<file path="src/rtl/riscv_pkg.sv">
// riscv_pkg: instruction classes, RV32I opcode constants and encoder helpers
package riscv_pkg;
  typedef enum logic [2:0] {
    CLS_LW    = 3'd0,
    CLS_SW    = 3'd1,
    CLS_RTYPE = 3'd2,
    CLS_BEQ   = 3'd3,
    CLS_IALU  = 3'd4,
    CLS_JAL   = 3'd5
  } instr_class_t;
  localparam logic [6:0] OP_LOAD   = 7'b0000011;
  localparam logic [6:0] OP_STORE  = 7'b0100011;
  localparam logic [6:0] OP_OP     = 7'b0110011;
  localparam logic [6:0] OP_BRANCH = 7'b1100011;
  localparam logic [6:0] OP_OPIMM  = 7'b0010011;
  localparam logic [6:0] OP_JAL    = 7'b1101111;
  localparam logic [2:0] F3_WORD   = 3'b010;
  localparam logic [2:0] F3_BEQ    = 3'b000;
  localparam logic [31:0] NOP      = 32'h00000013;
  typedef struct packed {
    logic [31:0] instr;
    logic        err;
  } enc_entry_t;
  function automatic logic in_range(input logic [31:0] v, input int lo, input int hi);
    return $signed(v) >= lo && $signed(v) <= hi;
  endfunction
endpackage

</file>
<file path="src/rtl/enc_fifo.sv">
// enc_fifo: two-entry buffer of encoded words with simultaneous push/pop
module enc_fifo
  import riscv_pkg::*;
(
  input  logic       clk,
  input  logic       reset,
  input  logic       push,
  input  logic       pop,
  input  enc_entry_t din,
  output enc_entry_t dout,
  output logic [1:0] count
);
  enc_entry_t mem [2];
  logic wp, rp;
  // storage, pointers and occupancy; reset discards anything buffered
  always_ff @(posedge clk) begin
    if (!reset) begin
      wp     <= 1'b0;
      rp     <= 1'b0;
      count  <= 2'd0;
      mem[0] <= '0;
      mem[1] <= '0;
    end else begin
      if (push) begin
        mem[wp] <= din;
        wp      <= !wp;
      end
      if (pop) rp <= !rp;
      count <= count + {1'b0, push} - {1'b0, pop};
    end
  end
  assign dout = mem[rp];
endmodule

</file>
<file path="src/rtl/instr_encoder.sv">
// instr_encoder: encodes instruction requests into RV32I words, buffered for the consumer
module instr_encoder
  import riscv_pkg::*;
#(
  parameter int CNT_W = 16
) (
  input  logic             clk,
  input  logic             reset,
  input  logic             in_valid,
  output logic             in_ready,
  input  logic [2:0]       in_class,
  input  logic [4:0]       rd,
  input  logic [4:0]       rs1,
  input  logic [4:0]       rs2,
  input  logic [2:0]       funct3,
  input  logic             funct7b5,
  input  logic [31:0]      imm,
  output logic             out_valid,
  input  logic             out_ready,
  output logic [31:0]      out_instr,
  output logic             out_err,
  output logic [CNT_W-1:0] enc_count
);
  logic [31:0] word;
  logic        bad;
  logic        push, pop;
  logic [1:0]  occ;
  enc_entry_t  head;
  // field packing and range checks; anything unrecognised is an error
  always_comb begin
    word = NOP;
    bad  = 1'b1;
    case (in_class)
      CLS_LW: begin
        word = {imm[11:0], rs1, F3_WORD, rd, OP_LOAD};
        bad  = !in_range(imm, -2048, 2047);
      end
      CLS_SW: begin
        word = {imm[11:5], rs2, rs1, F3_WORD, imm[4:0], OP_STORE};
        bad  = !in_range(imm, -2048, 2047);
      end
      CLS_RTYPE: begin
        word = {1'b0, funct7b5, 5'b00000, rs2, rs1, funct3, rd, OP_OP};
        bad  = 1'b0;
      end
      CLS_BEQ: begin
        word = {imm[12], imm[10:5], rs2, rs1, F3_BEQ, imm[4:1], imm[11], OP_BRANCH};
        bad  = !in_range(imm, -4096, 4094) || imm[0];
      end
      CLS_IALU: begin
        word = {imm[11:0], rs1, funct3, rd, OP_OPIMM};
        bad  = !in_range(imm, -2048, 2047);
      end
      CLS_JAL: begin
        word = {imm[20], imm[10:1], imm[11], imm[19:12], rd, OP_JAL};
        bad  = !in_range(imm, -1048576, 1048574) || imm[0];
      end
      default: ;
    endcase
  end
  assign in_ready  = reset && (occ != 2'd2 || out_ready);
  assign out_valid = occ != 2'd0;
  assign push      = in_valid && in_ready;
  assign pop       = out_valid && out_ready;
  assign out_instr = head.instr;
  assign out_err   = head.err;
  enc_fifo u_fifo (
    .clk   (clk),
    .reset (reset),
    .push  (push),
    .pop   (pop),
    .din   ('{instr: bad ? NOP : word, err: bad}),
    .dout  (head),
    .count (occ)
  );
  // count of accepted requests, wrapping naturally
  always_ff @(posedge clk) begin
    if (!reset) enc_count <= '0;
    else if (push) enc_count <= enc_count + CNT_W'(1);
  end
endmodule

</file>
<file path="config.mk">
export PLATFORM = sky130hd
export DESIGN_NAME = instr_encoder
export DESIGN_NICKNAME = d
export VERILOG_FILES = /design/src/rtl/riscv_pkg.sv /design/src/rtl/enc_fifo.sv /design/src/rtl/instr_encoder.sv
export SDC_FILE = /design/constraint.sdc
export NUM_CORES = 1
export LEC_CHECK = 0
export CAP_MARGIN = 20
export CORE_MARGIN = 2
export CORE_UTILIZATION = 30
export DETAILED_ROUTE_END_ITERATION = 8
export PLACE_DENSITY = 0.62
export RECOVER_POWER = 50
export SYNTH_ARGS = -nofsm -noshare
export SYNTH_HDL_FRONTEND = slang
export SYNTH_SLANG_ARGS = --single-unit
</file>
<file path="constraint.sdc">
create_clock -name clk -period 2.7 [get_ports clk]
set_input_delay 0.405 -clock clk [delete_from_list [all_inputs] [get_ports clk]]
set_output_delay 0.405 -clock clk [all_outputs]
set_load 0.1 [all_outputs]
</file>
==> summary.txt, run 1 <==
Synthesized area: 4324 sq um
Vias in the first global route: 3654
First-pass GRT wire length: 18380 microns
Fin. max-slew vios: 0
Fin crit share: 0.9241
Max cap viols: 0
Syn. warnings: 0
Register bit count reported by yosys: 83
Filler cells: 1329
Post-layout minimum cycle time: 2.495 ns
Max Fanout on Critical Path: 31
Register area: 2262 sq um
CP Class: flop to output port
Hold path startpoint: u_fifo.mem[0][1]$_SDFFE_PP1N_
Post-CTS setup buffer count: 0
Post-CTS Hold Buffers: 0
Total GRT Usage: 0.1577
# DRC: 0
Share of cells above drive strength 1: 0.1823
Core area: 13990 sq um
Slew HR: 0.2105
WL/cell: 16.90 microns
Ports: 109
Antenna violations before repair: 0
Final setup viols: 0
Post-Synthesis Cells: 395
Worst setup SP type: flop
Worst slack, placed: -0.1115 ns
Cell Pwr Density: 808.8 nW/um^2
DP HPWL: 8609 microns
Worst-margin pin slew: 1.189 ns
Worst setup EP type: output port
P&R area growth vs syn: 44.27%
Antenna-violating nets left: 0
Arr. time, crit path: 2.09 ns
Sequential share of the synthesized area: 0.5231
Status: complete, no violations
CTS tree: done
Leak pwr: 0.002370 uW
Initial cell density of the core: 0.3091
Syn Nets: 456
Clock latency on the worst-skew pair: 0.34 ns
CTS Buf Count: 9
Die width: 124.1 microns
Site row count: 43
N_diodes: 0
Post-synth EDFFs: 60
Vias: 3573
Congestion Overflow GR: 0
Layout Utilization: 0.4460
RR Startpoint: u_fifo.count[1]$_SDFF_PN0_
Tot Pwr: 5046 uW
RSZ-0062 raised after global routing: no
Clk sink count: 83
Final count of hold timing violations: 0
H-tree depth: 3
Main synth FF type: edfxtp_1
CP required: 2.30 ns
Achievable Freq: 400.8 MHz
Area occupied by multi-input gates: 1919 sq um
Drt first pass iters: 4
Worst Clk Skew: 0.01055 ns
Gpl congestion: 0.8045
Die Footprint: 15390 sq um
Final worst slack: 0.2049 ns
Clock transition at path regs: 0.06 ns
Largest net degree at the start of global routing: 33
I/O Buffers: 108
Netlist cell types: 44
Mapped Avg Cell Area: 10.95 sq um
Post-DR vias/cell: 5.097
Clk buf depth: 2
Maximum vdd drop: 346.8 uV
FFs w/ async S/R, synth: 0
Initial detailed-routing violation count: 319
Post-Route WL: 11850 microns
Die Y: 124.1 microns
CTS resizes: 0
Clock root buffer: clkbuf_16
Final net count: 577
HP Class: flop to flop
[Yosys cell counts (all sizes together) (2+ instances only)]
cell type,number,share of area
buf,16,0.020
a22o,4,0.0081
nand2,34,0.030
o21ai,11,0.013
and3,21,0.030
a21boi,2,0.0035
o22ai,2,0.0029
a22oi,8,0.014
ha,3,0.0087
nor2b,6,0.0087
xor2,6,0.012
clkbuf,12,0.010
dfxtp,23,0.11
xnor2,11,0.022
nor2,17,0.015
and2,17,0.025
nor3,28,0.043
nor4,10,0.014
mux2,33,0.086
nor3b,18,0.031
a21oi,7,0.0081
a32o,2,0.0046
mux2i,4,0.0093
o2bb2ai,4,0.0081
nand3,6,0.0069
edfxtp,60,0.42
nand4,12,0.017
inv,7,0.0061
[area by class of cell]
type | count | share of cell area
clock inverters | 7 | 0.01223
well taps | 180 | 0.03610
flip-flops and latches | 83 | 0.3626
inverters | 8 | 0.004813
multi-input cells | 276 | 0.3077
clock buffers | 9 | 0.03610
repair buffers | 138 | 0.2405
[per-stage QoR]
step	hold slack [ns]	cell area [sq um]	TNS (ns)	std cells
floorplan	0.4183	4337	0	395
global placement	0.4292	6071	-0.03695	684
detailed placement	0.4412	6071	-1.542	684
CTS	0.4541	6372	0	700
global route	0.4748	6238	0	701
finish	0.4538	6238	0	701
[sequential cells by signal, indices dropped and copies added (netlist names), named ones only]
register,count
u_fifo.rp,1
u_fifo.wp,1
enc_count,16
u_fifo.count,2
u_fifo.mem,62
[per-layer routing]
layer / global-route usage / part of all wire / vias to the layer above
li1: - / - / 1702
met1: 0.1944 / 0.42 / 1750
met2: 0.2643 / 0.51 / 95
met3: 0.02473 / 0.043 / 26
met4: 0.08497 / 0.030 / 0
met5: 0 / 0 / -
[logic make-up after synthesis]
family                   after synthesis  share of synthesized area
multiplexers                          37                    0.09520
XOR/XNOR                              17                    0.03443
adder cells (fa/ha/maj)                3                   0.008681
flip-flops                            83                     0.5231
buffers and inverters                 36                    0.03732
AO/OA/AOI/OAI                         45                    0.07147
AND/OR/NAND/NOR                      174                     0.2297
[cell usage in the layout (no fill, tap or decap), types with 3 or more instances in the layout]
cell and instances:
a21oi_1 7, a22o_1 4, a22oi_1 8, and2_0 7, and2_1 10, and3_1 21, buf_12 32, buf_4 22
clkbuf_1 20, clkbuf_16 9, clkbuf_2 3, clkbuf_4 3, clkdlybuf4s50_1 55, dfxtp_1 23, edfxtp_1 60, ha_1 3
inv_1 7, mux2_1 30, mux2_2 3, mux2i_1 4, nand2_1 32, nand3_1 6, nand4_1 12, nor2_1 17
nor2b_1 5, nor3_1 19, nor3_2 9, nor3b_1 18, nor4_1 9, o21ai_0 10, o2bb2ai_1 4, xnor2_1 11
xor2_1 6
[power breakdown]
| part | internal [uW] | switching (uW) |
|---|---|---|
| logic | 774 | 1530 |
| clock network | 724 | 518 |
| registers | 1460 | 31.2 |
| total | 2960 | 2080 |
[worst max-delay path: stages, from the launching register on]
cell	delay, ns
dfxtp_1	0.31
clkbuf_2	0.69
mux2_1	0.44
clkbuf_4	0.30
[final timing paths]
kind / endpoint / slack, ns / cells past startpoint
worst max-delay path: out_instr[0] / 0.20 / 3
worst min-delay path: u_fifo.mem[0][1]$_SDFFE_PP1N_ / 0.45 / 2
worst max register to register: u_fifo.mem[1][4]$_DFFE_PP_ / 0.55 / 7
worst min register to register: u_fifo.mem[0][1]$_SDFFE_PP1N_ / 0.45 / 2
Power figures use the tool's default switching activity.
==> inputs of run 2 (changes only) <==
- CORE_UTILIZATION: 30 -> 40
- PLACE_DENSITY: 0.62 -> 0.77
- SLEW_MARGIN: unset -> 15
==> summary.txt, run 2 (synthesis gave the netlist of run 1 again) <==
Commonest non-fill, non-tap cell in the layout: edfxtp_1
Clock root buffer: clkbuf_8
Slew HR: 0.2131
Max Fanout on Critical Path: 31
Ports: 109
P&R area growth vs syn: 39.64%
Initial detailed-routing violation count: 239
I/O Buffers: 108
Tot Pwr: 4678 uW
Die Footprint: 11660 sq um
CTS tree: done
HP Class: flop to flop
Final net count: 568
Max reg flops: 62
Die Y: 108.0 microns
Largest regs: u_fifo.mem: 62 flops, enc_count: 16 flops, u_fifo.count: 2 flops
Max cap viols: 0
CP required: 2.30 ns
H-tree depth: 3
Share of cells above drive strength 1: 0.1719
Status: complete, no violations
Post-Route Setup TNS: 0 ns
First-pass GRT wire length: 17350 microns
Crit path largest cell delay: 0.66 ns
Final count of hold timing violations: 0
Total GRT Usage: 0.1920
Crit-path slowest cell: clkbuf_2
Post-Route WL: 11100 microns
CTS resizes: 0
N_diodes: 0
Core area: 10420 sq um
Filler cells: 876
Antenna violations before repair: 0
Worst setup EP type: output port
Die width: 108.0 microns
Post-CTS setup buffer count: 0
Post-CTS Hold Buffers: 0
Area occupied by multi-input gates: 1913 sq um
Arr. time, crit path: 2.08 ns
Final setup viols: 0
Achievable Freq: 402.9 MHz
Fin crit share: 0.9192
CP Class: flop to output port
Clock latency on the worst-skew pair: 0.36 ns
Gpl congestion: 0.9015
Worst setup SP type: flop
DP HPWL: 8000 microns
Clock transition at path regs: 0.08 ns
Clk buf depth: 2
Crit path cell chain: clkbuf_2 -> mux2_1 -> clkbuf_4
Vias: 3538
Commonest non-fill, non-tap cells in the layout: edfxtp_1, clkdlybuf4s50_1, buf_12
Post-DR vias/cell: 5.460
WL/cell: 17.13 microns
Leak pwr: 0.002291 uW
Initial cell density of the core: 0.4151
Register area: 2262 sq um
Vias in the first global route: 3473
Worst-margin pin slew: 1.185 ns
Clk sink count: 83
RSZ-0062 raised after global routing: no
Antenna-violating nets left: 0
Finished Layout Cells: 648
Worst Clk Skew: 0.009832 ns
Biggest register: u_fifo.mem
Drt first pass iters: 6
Layout Utilization: 0.5797
Maximum vdd drop: 420.4 uV
Fin. max-slew vios: 0
Cells after DPL: 631
FF-to-FF setup slack: 0.50 ns
Cell Pwr Density: 774.7 nW/um^2
# DRC: 0
CTS Buf Count: 9
Congestion Overflow GR: 0
Post-layout minimum cycle time: 2.482 ns
Site row count: 37
Largest net degree at the start of global routing: 40
[run 2: cell type report]
cell class	count	area share
clock inverter	7	0.01264
tap	136	0.02818
sequential	83	0.3746
inverter	8	0.004973
multi-input combinational	276	0.3168
timing repair buffer	129	0.2422
clock buffer	9	0.02051
[run 2: final timing paths]
path	start	endpoint	depth (start not counted)
worst max register to register	u_fifo.count[1]$_SDFF_PN0_	u_fifo.mem[0][30]$_DFFE_PP_	7
worst max-delay path	flop	out_instr[0]	3
worst min register to register	u_fifo.mem[1][1]$_SDFFE_PP1N_	u_fifo.mem[1][1]$_SDFFE_PP1N_	2
worst min-delay path	u_fifo.mem[1][1]$_SDFFE_PP1N_	u_fifo.mem[1][1]$_SDFFE_PP1N_	2
[run 2: per-layer routing]
| layer | wire [microns] | track usage |
|---|---|---|
| met1 | 4524 | 0.2532 |
| met2 | 5528 | 0.3185 |
| met3 | 803 | 0.02592 |
| met4 | 243 | 0.08059 |
| met5 | 0 | 0 |
[run 2: power by group]
| part | switching (uW) | leakage [uW] | total, uW | internal (uW) |
|---|---|---|---|---|
| combinational | 1520 | 0.00138 | 2290 | 767 |
| sequential | 33.1 | 0.000816 | 1500 | 1460 |
| clock | 464 | 0.0000958 | 896 | 432 |
[run 2: worst max-delay path, delay by kind of cell (launching register included)]
| kind | cells | cell delay, ns |
|---|---|---|
| muxes | 1 | 0.45 |
| buffers and inverters | 2 | 0.97 |
| DFF | 1 | 0.31 |
[run 2: stage by stage]
stage	hold WS, ns	worst slack (ns)	instance area [sq um]
after floorplan	0.4183	0.04135	4337
after global placement	0.4279	0.04015	5961
after detailed placement	0.4418	-0.06811	5961
after CTS	0.4529	0.3100	6161
after global routing	0.4717	0.08693	6038
final	0.4564	0.2182	6038
==> inputs of run 3 (changes only) <==
- CAP_MARGIN: 20 -> 15
==> summary.txt, run 3 (synthesis gave the netlist of run 1 again) <==
Status: complete, no violations
Sequential share of power: 0.320
Die Footprint: 11660 sq um
Clk buf depth: 2
CTS tree: done
Commonest non-fill, non-tap cells in the layout: edfxtp_1, clkdlybuf4s50_1, buf_12
Sw Share: 0.4315
Commonest non-fill, non-tap cell in the layout: edfxtp_1
Maximum vdd drop: 420.6 uV
Int Pwr: 2661 uW
Final worst slack: 0.2115 ns
P&R area growth vs syn: 39.61%
Cells after DPL: 631
Die width: 108.0 microns
Clock latency on the worst-skew pair: 0.36 ns
RSZ-0062 raised after global routing: no
Initial cell density of the core: 0.4151
Worst-margin pin slew: 1.185 ns
CTS resizes: 0
Post-CTS setup buffer count: 0
FF-to-FF setup slack: 0.51 ns
Switch Pwr: 2020 uW
Initial detailed-routing violation count: 257
Final count of hold timing violations: 0
Comb pwr share: 0.489
Die Y: 108.0 microns
I/O Buffers: 108
Worst slack, placed: -0.06811 ns
Fin. max-slew vios: 0
HP Class: flop to flop
Vias in the first global route: 3473
Worst setup SP type: flop
Antenna-violating nets left: 0
Max reg flops: 62
Largest net degree at the start of global routing: 40
Clk sink count: 83
Vias: 3536
Post-CTS Hold Buffers: 0
Slew HR: 0.2133
Ports: 109
Max cap viols: 0
Clock root buffer: clkbuf_8
Max Fanout on Critical Path: 31
Post-layout minimum cycle time: 2.488 ns
Finished Layout Cells: 647
Site row count: 37
Final setup viols: 0
Achievable Freq: 401.9 MHz
WL/cell: 17.14 microns
First-pass GRT wire length: 17350 microns
N_diodes: 0
Gpl congestion: 0.9015
CP required: 2.30 ns
Drt first pass iters: 4
# DRC: 0
Total GRT Usage: 0.1920
Core area: 10420 sq um
Antenna violations before repair: 0
Share of cells above drive strength 1: 0.1722
Cell Pwr Density: 775.3 nW/um^2
Final net count: 567
Fin crit share: 0.9217
Post-DR vias/cell: 5.465
Post-Route WL: 11090 microns
DP HPWL: 8000 microns
Worst Clk Skew: 0.01006 ns
Clock transition at path regs: 0.08 ns
CTS Buf Count: 9
H-tree depth: 3
Arr. time, crit path: 2.08 ns
Congestion Overflow GR: 0
Leak pwr: 0.002287 uW
Worst setup EP type: output port
Biggest register: u_fifo.mem
Clock power share: 0.192
CP Class: flop to output port
Filler cells: 874
Largest regs: u_fifo.mem: 62 flops, enc_count: 16 flops, u_fifo.count: 2 flops
-- run 3: changes by cell type in the layout (fill, tap and decap cells not counted) --
cell	change
nor4_1	-1
dlygate4sd3_1	-1
nor4_2	+1
o21ai_0	-1
clkdlybuf4s50_1	+1
o21ai_1	+1
buf_4	-1
-- run 3: layout make-up --
| class | instances | area, sq um | area share |
|---|---|---|---|
| sequential | 83 | 2262 | 0.3747 |
| multi-input combinational | 276 | 1919 | 0.3179 |
| timing repair buffer | 128 | 1455 | 0.2410 |
| tap | 136 | 170.2 | 0.02819 |
| clock buffer | 9 | 123.9 | 0.02052 |
| clock inverter | 7 | 76.32 | 0.01264 |
| inverter | 8 | 30.03 | 0.004974 |
-- run 3: per-layer routing --
metal | global-route usage | routed length [microns] | up-vias
met4 | 0.08059 | 221 | 0
met1 | 0.2532 | 4578 | 1680
met3 | 0.02592 | 743 | 18
met2 | 0.3185 | 5547 | 152
li1 | - | - | 1686
met5 | 0 | 0 | -
-- run 3: path summary, 6_finish.rpt --
| path | from | endpoint | cells after the start |
|---|---|---|---|
| setup / recovery | flop | out_instr[2] | 3 |
| hold reg to reg | u_fifo.mem[1][1]$_SDFFE_PP1N_ | u_fifo.mem[1][1]$_SDFFE_PP1N_ | 2 |
| hold / removal | u_fifo.mem[1][1]$_SDFFE_PP1N_ | u_fifo.mem[1][1]$_SDFFE_PP1N_ | 2 |
| setup reg to reg | u_fifo.count[1]$_SDFF_PN0_ | u_fifo.mem[0][30]$_DFFE_PP_ | 7 |
-- run 3: stage by stage --
step	hold WS, ns	util	instance area, sq um	power [uW]	setup TNS, ns
after floorplan	0.4183	-	4337	3053	0
after global placement	0.4279	0.5723	5961	3887	0
after detailed placement	0.4418	0.5723	5961	3913	-0.4196
after CTS	0.4529	0.5915	6161	4798	0
after global routing	0.4717	0.5796	6037	4834	0
final	0.4564	0.5796	6037	4680	0
-- run 3: critical path, cell delays in order (launching register included) --
cell and delay [ns]:
dfxtp_1 0.31, clkbuf_2 0.65, mux2_1 0.45, clkbuf_4 0.31
-- run 3: power groups by stage --
stage | clock (uW) | sequential [uW] | combinational [uW]
finish | 898 | 1500 | 2290
global placement | 0 | 1520 | 2370
floorplan | 0 | 1550 | 1500
global route | 959 | 1510 | 2370
detailed placement | 0 | 1530 | 2390
CTS | 910 | 1500 | 2390
